**config.mk**
```make
export PLATFORM = sky130hd
export DESIGN_NAME = pipelined_adder
export DESIGN_NICKNAME = d
export VERILOG_FILES = /design/src/rtl/pipelined_adder.sv
export SDC_FILE = /design/constraint.sdc
export NUM_CORES = 1
export LEC_CHECK = 0
export ABC_AREA = 1
export BUFFER_PORTS_ARGS = -buffer_cell sky130_fd_sc_hd__buf_2
export CAP_MARGIN = 20
export CORE_AREA = 2 2 97 99
export DETAILED_ROUTE_END_ITERATION = 10
export DIE_AREA = 0 0 99 101
export GPL_ROUTABILITY_DRIVEN = 0
export PLACE_DENSITY = 0.61
export SYNTH_ARGS = -nofsm -noshare
export SYNTH_HDL_FRONTEND = slang
export SYNTH_SLANG_ARGS = --single-unit
```
**constraint.sdc**
```tcl
create_clock -name clk -period 5.1 [get_ports clk]
set_clock_uncertainty 0.05 [all_clocks]
set_input_delay 0.765 -clock clk [delete_from_list [all_inputs] [get_ports clk]]
set_output_delay 0.765 -clock clk [all_outputs]
set_load 0.01 [all_outputs]
```
**src/rtl/pipelined_adder.sv**
```systemverilog
// rtl/pipelined_adder.sv - WIDTH-bit adder split into CHUNK-bit slices, one registered slice per stage.
// Optional subtract port enabled by defining PIPELINED_ADDER_SUB_EN.
module pipelined_adder #(
    parameter int WIDTH = 16,
    parameter int CHUNK = 4
) (
    input  logic             clk,
    input  logic             rst,
    input  logic             in_valid,
    output logic             in_ready,
    input  logic [WIDTH-1:0] a,
    input  logic [WIDTH-1:0] b,
    input  logic             cin,
`ifdef PIPELINED_ADDER_SUB_EN
    input  logic             sub,
`endif
    output logic             out_valid,
    input  logic             out_ready,
    output logic [WIDTH-1:0] sum,
    output logic             cout
);

    localparam int STAGES = WIDTH / CHUNK;

    if ((CHUNK < 1) || ((WIDTH % CHUNK) != 0)) begin : g_bad_params
        $error("pipelined_adder: WIDTH must be a non-zero multiple of CHUNK");
    end

    logic             adv;
    logic [WIDTH-1:0] b_in;
    logic             c_in;

    assign adv      = !out_valid || out_ready;
    assign in_ready = adv;

`ifdef PIPELINED_ADDER_SUB_EN
    // Subtract becomes a + ~b + 1 at the entry, so the inverted operand carries the mode downstream.
    assign b_in = sub ? ~b : b;
    assign c_in = sub ? 1'b1 : cin;
`else
    assign b_in = b;
    assign c_in = cin;
`endif

    for (genvar k = 0; k < STAGES; k++) begin : g_stage
        logic             src_valid;
        logic             src_carry;
        logic [WIDTH-1:0] src_a;
        logic [WIDTH-1:0] src_b;
        logic [WIDTH-1:0] src_sum;

        logic [CHUNK:0]   slice_d;
        logic [WIDTH-1:0] sum_d;

        logic             valid_q;
        logic             carry_q;
        logic [WIDTH-1:0] opa_q;
        logic [WIDTH-1:0] opb_q;
        logic [WIDTH-1:0] sum_q;

        if (k == 0) begin : g_src_in
            assign src_valid = in_valid;
            assign src_carry = c_in;
            assign src_a     = a;
            assign src_b     = b_in;
            assign src_sum   = '0;
        end else begin : g_src_prev
            assign src_valid = g_stage[k-1].valid_q;
            assign src_carry = g_stage[k-1].carry_q;
            assign src_a     = g_stage[k-1].opa_q;
            assign src_b     = g_stage[k-1].opb_q;
            assign src_sum   = g_stage[k-1].sum_q;
        end

        assign slice_d = {1'b0, src_a[k*CHUNK +: CHUNK]}
                       + {1'b0, src_b[k*CHUNK +: CHUNK]}
                       + {{CHUNK{1'b0}}, src_carry};

        always_comb begin
            sum_d                     = src_sum;
            sum_d[k*CHUNK +: CHUNK]   = slice_d[CHUNK-1:0];
        end

        // Data only moves with a valid token, so bubbles never overwrite the last result.
        always_ff @(posedge clk) begin
            if (rst) begin
                valid_q <= 1'b0;
                carry_q <= 1'b0;
                opa_q   <= '0;
                opb_q   <= '0;
                sum_q   <= '0;
            end else if (adv) begin
                valid_q <= src_valid;
                if (src_valid) begin
                    carry_q <= slice_d[CHUNK];
                    opa_q   <= src_a;
                    opb_q   <= src_b;
                    sum_q   <= sum_d;
                end
            end
        end

        if (k == STAGES - 1) begin : g_last
            logic unused_ops;
            assign unused_ops = ^{opa_q, opb_q};
        end
    end

    assign out_valid = g_stage[STAGES-1].valid_q;
    assign sum       = g_stage[STAGES-1].sum_q;
    assign cout      = g_stage[STAGES-1].carry_q;

endmodule

```
* After elaboration in Yosys (flattened, before gate mapping)
Index checks and enable logic that the tools add are counted.
Storage, ports and cells: register bits after elaboration 144, input bits 37, output and inout bits 19, word-level logic and storage cells 32
Operators by class: add/subtract/negate cells 8, reductions and logical operators 6
Operator list (count):
- 4-bit by 4-bit adder with 5-bit output | 4
- 5-bit by 1-bit adder with 5-bit output | 4
- 2-bit AND reduction | 4
- 1-bit logical NOT | 1
- 1-bit logical OR | 1

* Longest topological paths before layout
Gate-level depths: netlist (run 1).
word-level depth 3, depth in mapped cells 9, gate-level depth less buffers 8

* Least setup slack after synthesis (run 1)
No wires, ideal clock.
path kind in2reg, from input a[0], to register g_stage[0].carry_q, library setup time 0.117 ns, arrival 1.740 ns, required time 4.933 ns, slack 3.193 ns, stages 8, buffers on the path 0, cell sequence fa_1 inv_1 fa_1 inv_1 nand2_1 a21oi_1 nor3_1 nor2_1
Between the ends: cells in the longest elaborated chain, start to end 2
RTL lines:
- start, declared | line 11 | input logic [WIDTH-1:0] a,
- 4-bit by 4-bit adder with 5-bit output | line 76 | + {1'b0, src_b[k*CHUNK +: CHUNK]}
- 5-bit by 1-bit adder with 5-bit output | line 77 | + {{CHUNK{1'b0}}, src_carry};
- end signal, assigned | line 95 | carry_q <= slice_d[CHUNK];
- end, declared | line 56 | logic carry_q;
No other way between the ends. A chain may end at the register's enable or synchronous reset.

* Worst setup path after layout (run 1)
from input out_ready, to output in_ready
Between the ends: cells in the longest elaborated chain, start to end 1
RTL lines:
- start, declared | line 18 | input logic out_ready,
- 1-bit logical OR | line 33 | assign adv = !out_valid || out_ready;
- end, declared | line 10 | output logic in_ready,
No other way between the ends.

==> impl_metrics.env, run 1 <==
export IMPL_synth_cell_types=22
export IMPL_ctsResizeCount=0
export IMPL_async_flop_share=0
export IMPL_cts_setup_buffers=0
export IMPL_vias=3044
export IMPL_power_leakage_nw=1.98
export IMPL_syn_cell_area_sq_um=3890
export IMPL_reg2regPathDepth=6
export IMPL_drv_cap=0
export IMPL_fmax_ghz=0.502
export IMPL_cp_required_ns=4.28
export IMPL_antenna_found_initial=0
export IMPL_hold_viol=0
export IMPL_critPathMaxFanout=6
export IMPL_p_per_area_nw_per_um2=350
export IMPL_drcViolationCount=0
export IMPL_cp_arrival_ns=1.18
export IMPL_hp_class="reg2reg"
export IMPL_power_total_mw=1.53
export IMPL_htreeDepth=3
export IMPL_syn_area_per_cell_sq_um=7.87
export IMPL_swShare=0.257
export IMPL_synth_largest_area_cell="dfxtp_1"
export IMPL_coreArea_sq_um=8980
export IMPL_drtIter0Drc=84
export IMPL_cts_buffer_depth=2
export IMPL_dieArea_sq_um=10000
export IMPL_start_util=0.434
export IMPL_cts_sinks=96
export IMPL_rows=35
export IMPL_synthTopCellsByCount="nor2_1 (153), dfxtp_1 (96), o21ai_0 (77), inv_1 (29), nand2_1 (29)"
export IMPL_cp_end_kind="primary output"
export IMPL_p_clk_frac=0.360
export IMPL_design_area_sq_um=4390
export IMPL_overflow=0
export IMPL_yosysSeqAreaShare=0.493
export IMPL_nets=591
export IMPL_worst_slew_pin_slew_ns=0.646
export IMPL_cts_tree="done"
export IMPL_cts_buffers=9
export IMPL_ir_worst_vdd_mv=0.165
export IMPL_area_growth_pct=12.7
export IMPL_start_kind="primary input"
export IMPL_grt_pass1_vias=2857
export IMPL_portBuffers=55
export IMPL_path_clk_slew_ns=0.09
export IMPL_die_x_um=99
export IMPL_via_per_inst=4.68
export IMPL_final_core_util=0.489
export IMPL_synth_top_cell_area_share=0.493
export IMPL_grt_pass1_wl_um=12600
export IMPL_power_switching_mw=0.394
export IMPL_cts_hold_buffers_added=0
export IMPL_place_area_sq_um=4160
export IMPL_drt_pass1_iterations=4
export IMPL_setup_viol=0
export IMPL_seqPwrFrac=0.534
export IMPL_wl_um=7340
export IMPL_synth_ff_type="dfxtp_1"
export IMPL_synth_cells=495
export IMPL_detail_route_wl_per_cell_um=11.3
export IMPL_antenna_cells=0
export IMPL_p_int_mw=1.14
export IMPL_drive_gt1_frac=0.152
export IMPL_synth_edff_count=0
export IMPL_syn_num_nets=552
export IMPL_drv_slew=0
export IMPL_rsz0062_at_grt="false"
export IMPL_clock_latency_ns=0.36
export IMPL_root_buffer="clkbuf_8"
export IMPL_combPwrFrac=0.106
export IMPL_num_io_pins=56
export IMPL_yosysMostFrequentCell="nor2_1"
export IMPL_period_share=0.390
export IMPL_crit_type="in2out"
export IMPL_ys_warn_count=0
export IMPL_grt_usage=0.156
export IMPL_holdPathStages=2
export IMPL_grt_max_degree=89
export IMPL_die_y_um=101
export IMPL_hpwl_um=5160
export IMPL_relSlewSlack=0.570
export IMPL_ant_nets=0
export IMPL_status="completed"
export IMPL_setup_tns_ns=0
export IMPL_min_period_ns=1.99
export IMPL_synthTopCellsByArea="dfxtp_1 (49%), nor2_1 (15%), o21ai_0 (9.9%)"
export IMPL_ys_seq_elements=96
## kinds of logic after synthesis
kind of cell | after synthesis | synth area share
AND/OR/NAND/NOR | 201 | 0.204
flip-flops | 96 | 0.493
AO/OA/AOI/OAI | 114 | 0.146
XOR/XNOR | 2 | 0.00450
adder cells (fa/ha/maj) | 20 | 0.0797
buffers and inverters | 62 | 0.0720
## registers in the layout (all words and copies together), names as in the netlist
register / flops
g_stage.opb_q: 24
cout: 1
g_stage.valid_q: 3
sum: 16
g_stage.sum_q: 24
out_valid: 1
g_stage.opa_q: 24
g_stage.carry_q: 3
## worst paths after layout
| path | start | endpoint | slack (ns) |
|---|---|---|---|
| setup / recovery | out_ready | in_ready | 3.11 |
| hold / removal | g_stage[0].sum_q[3] | g_stage[1].sum_q[3] | 0.42 |
| setup reg to reg | g_stage[2].carry_q | cout | 3.32 |
| hold reg to reg | g_stage[0].sum_q[3] | g_stage[1].sum_q[3] | 0.42 |
## metal layers
metal  wire, um  GRT usage  vias up
met5          0          0        -
met4        114     0.0601        0
met3        371     0.0395        9
met2       3040      0.244       57
met1       3820      0.209     1320
li1           -          -     1658
## power groups by stage
stage,Sequential (mW),Clock (mW),Combinational [mW]
final,0.819,0.552,0.163
after detailed placement,0.837,0,0.164
after global routing,0.825,0.599,0.194
after floorplan,0.833,0,0.123
after global placement,0.835,0,0.161
after CTS,0.820,0.570,0.165
## through the flow
step / worst slack, ns / cells / hold slack (ns)
after floorplan: 3.19 / 495 / 0.379
final: 3.11 / 650 / 0.417
after global routing: 3.06 / 650 / 0.452
after detailed placement: 2.86 / 634 / 0.399
after global placement: 2.95 / 634 / 0.399
after CTS: 3.11 / 650 / 0.414
## area by class of cell
type	instances	area [sq um]
sequential	96	1920
clock buffer	9	124
multi-input combinational	337	1690
fill	914	4590
tap	111	139
inverter	35	134
timing repair buffer	55	275
clock inverter	7	103
## critical path, cell delays in order
cell and delay [ns]:
buf_2 0.11, inv_2 0.06, nand2_4 0.08, buf_2 0.16
## layout by cell type (no fill, tap or decap), types with 3 or more instances in the layout
cell type and count:
a21oi_1 26, buf_2 55, clkbuf_8 9, clkinvlp_4 3, dfxtp_1 96, fa_1 8
ha_1 12, inv_1 29, inv_2 5, nand2_1 29, nand3_1 10, nor2_1 153
nor3_1 4, o21ai_0 77, o21ai_1 11
(Power assumes the default switching activity.)
==> run 2: changes to the inputs <==
==> constraint.sdc (replaced) <==
create_clock -name clk -period 2.1 [get_ports clk]
set_clock_uncertainty 0.05 [all_clocks]
set_input_delay 0.315 -clock clk [delete_from_list [all_inputs] [get_ports clk]]
set_output_delay 0.315 -clock clk [all_outputs]
set_load 0.01 [all_outputs]
==> run 2 against run 1 <==
Via count grew 1.3%. Final cell count grew 0.77%. Final area grew 0.31%. Total power grew 130%. Largest power group unchanged. Combinational power grew 150%. Critical path type is now reg2reg. Largest cell class unchanged.
==> impl_metrics.env, run 2 (synthesis results as in run 1) <==
export IMPL_portBuffers=55
export IMPL_hpwl_um=5230
export IMPL_largestRegisters="g_stage.opa_q: 24 flops, g_stage.opb_q: 24 flops, g_stage.sum_q: 24 flops"
export IMPL_power_total_mw=3.58
export IMPL_cp_end_kind="flip-flop"
export IMPL_num_io_pins=56
export IMPL_r2r_setup_slack_ns=0.31
export IMPL_final_cell_mix="nor2_1 (153), dfxtp_1 (96), o21ai_0 (77), buf_2 (55)"
export IMPL_min_period_ns=1.79
export IMPL_drtIter0Drc=61
export IMPL_root_buffer="clkbuf_8"
export IMPL_place_area_sq_um=4210
export IMPL_p_per_area_nw_per_um2=813
export IMPL_fmax_ghz=0.559
export IMPL_cts_buffers=9
export IMPL_wl_um=7210
export IMPL_coreArea_sq_um=8980
export IMPL_cts_sinks=96
export IMPL_start_kind="flip-flop"
export IMPL_power_leakage_nw=2.00
export IMPL_path_clk_slew_ns=0.09
export IMPL_drt_pass1_iterations=4
export IMPL_antenna_found_initial=0
export IMPL_overflow=0
export IMPL_cts_buffer_depth=2
export IMPL_drive_gt1_frac=0.160
export IMPL_period_share=0.852
export IMPL_cts_tree="done"
export IMPL_grt_pass1_wl_um=12500
export IMPL_cp_required_ns=2.30
export IMPL_fill_cells=906
export IMPL_ctsResizeCount=0
export IMPL_power_switching_mw=0.909
export IMPL_cp_slowest_cell="fa_1"
export IMPL_clock_latency_ns=0.36
export IMPL_die_x_um=99
export IMPL_grt_usage=0.154
export IMPL_ant_nets=0
export IMPL_worst_slew_pin_slew_ns=0.465
export IMPL_drv_cap=0
export IMPL_vias=3083
export IMPL_rows=35
export IMPL_grt_max_degree=46
export IMPL_grt_pass1_vias=2834
export IMPL_pre_cts_ws_ns=0.323
export IMPL_crit_type="reg2reg"
export IMPL_final_core_util=0.490
export IMPL_drv_slew=0
export IMPL_dieArea_sq_um=10000
export IMPL_combPwrFrac=0.112
export IMPL_setup_viol=0
export IMPL_status="completed"
export IMPL_area_growth_pct=13.0
export IMPL_nets=597
export IMPL_fin_ws_ns=0.311
export IMPL_ir_worst_vdd_mv=0.292
export IMPL_relSlewSlack=0.689
export IMPL_design_area_sq_um=4400
export IMPL_cts_hold_buffers_added=0
export IMPL_drcViolationCount=0
export IMPL_cp_cell_sequence="fa_1, fa_1, a21oi_1, nor2_1, nor3_1, nor2_1"
export IMPL_rsz0062_at_grt="false"
export IMPL_hp_class="in2reg"
export IMPL_critPathMaxFanout=2
export IMPL_via_per_inst=4.71
export IMPL_swShare=0.254
export IMPL_detail_route_wl_per_cell_um=11.0
export IMPL_cp_arrival_ns=1.99
export IMPL_cts_setup_buffers=0
export IMPL_htreeDepth=3
export IMPL_setup_tns_ns=0
export IMPL_die_y_um=101
export IMPL_start_util=0.434
export IMPL_antenna_cells=0
export IMPL_max_stage_delay_ns=0.48
export IMPL_seqPwrFrac=0.555
export IMPL_hold_viol=0
export IMPL_final_common_cell="nor2_1"
export IMPL_p_clk_frac=0.333
export IMPL_p_int_mw=2.67
[run 2: cell count changes in the layout (fill, tap and decap cells not counted), sizes merged]
cell / delta
buf: +6
clkinv: +4
clkinvlp: -3
inv: -2
bufinv: -1
clkbuf: +1
[run 2: worst paths after layout]
kind	start	end	depth (start not counted)
hold / removal	a[4]	g_stage[0].opa_q[4]	3
setup / recovery	g_stage[2].carry_q	cout	6
hold reg to reg	g_stage[1].valid_q	g_stage[1].valid_q	2
setup reg to reg	g_stage[2].carry_q	cout	6
[run 2: final cells by class]
| cell class | count | area, sq um | area share |
|---|---|---|---|
| clock inverter | 5 | 57.6 | 0.0131 |
| multi-input combinational | 337 | 1690 | 0.384 |
| clock buffer | 10 | 138 | 0.0313 |
| inverter | 35 | 134 | 0.0304 |
| timing repair buffer | 61 | 320 | 0.0727 |
| sequential | 96 | 1920 | 0.436 |
| tap | 111 | 139 | 0.0315 |
[run 2: layer usage]
metal / vias to the layer above / track usage / share of wire
met5: - / 0 / 0
li1: 1667 / - / -
met3: 10 / 0.0409 / 0.043
met4: 0 / 0.0537 / 0.016
met1: 1346 / 0.200 / 0.52
met2: 60 / 0.248 / 0.42
[run 2: through the flow]
| step | cells | hold slack [ns] |
|---|---|---|
| global route | 655 | 0.142 |
| finish | 655 | 0.146 |
| global placement | 640 | 0.398 |
| floorplan | 495 | 0.379 |
| detailed placement | 640 | 0.410 |
| CTS | 655 | 0.139 |
[run 2: worst max-delay path, delay by kind of cell (launching register included)]
kind                     cells  cell delay [ns]
AND/OR/NAND/NOR              3             0.23
AO/OA/AOI/OAI                1             0.17
flip-flops                   1             0.33
adder cells (fa/ha/maj)      2             0.91
[run 2: power by group through the flow]
stage	Combinational (mW)	Sequential, mW	Clock (mW)
floorplan	0.300	2.02	0
global placement	0.397	2.03	0
detailed placement	0.406	2.03	0
CTS	0.408	1.99	1.23
global route	0.474	2.00	1.31
finish	0.401	1.99	1.19
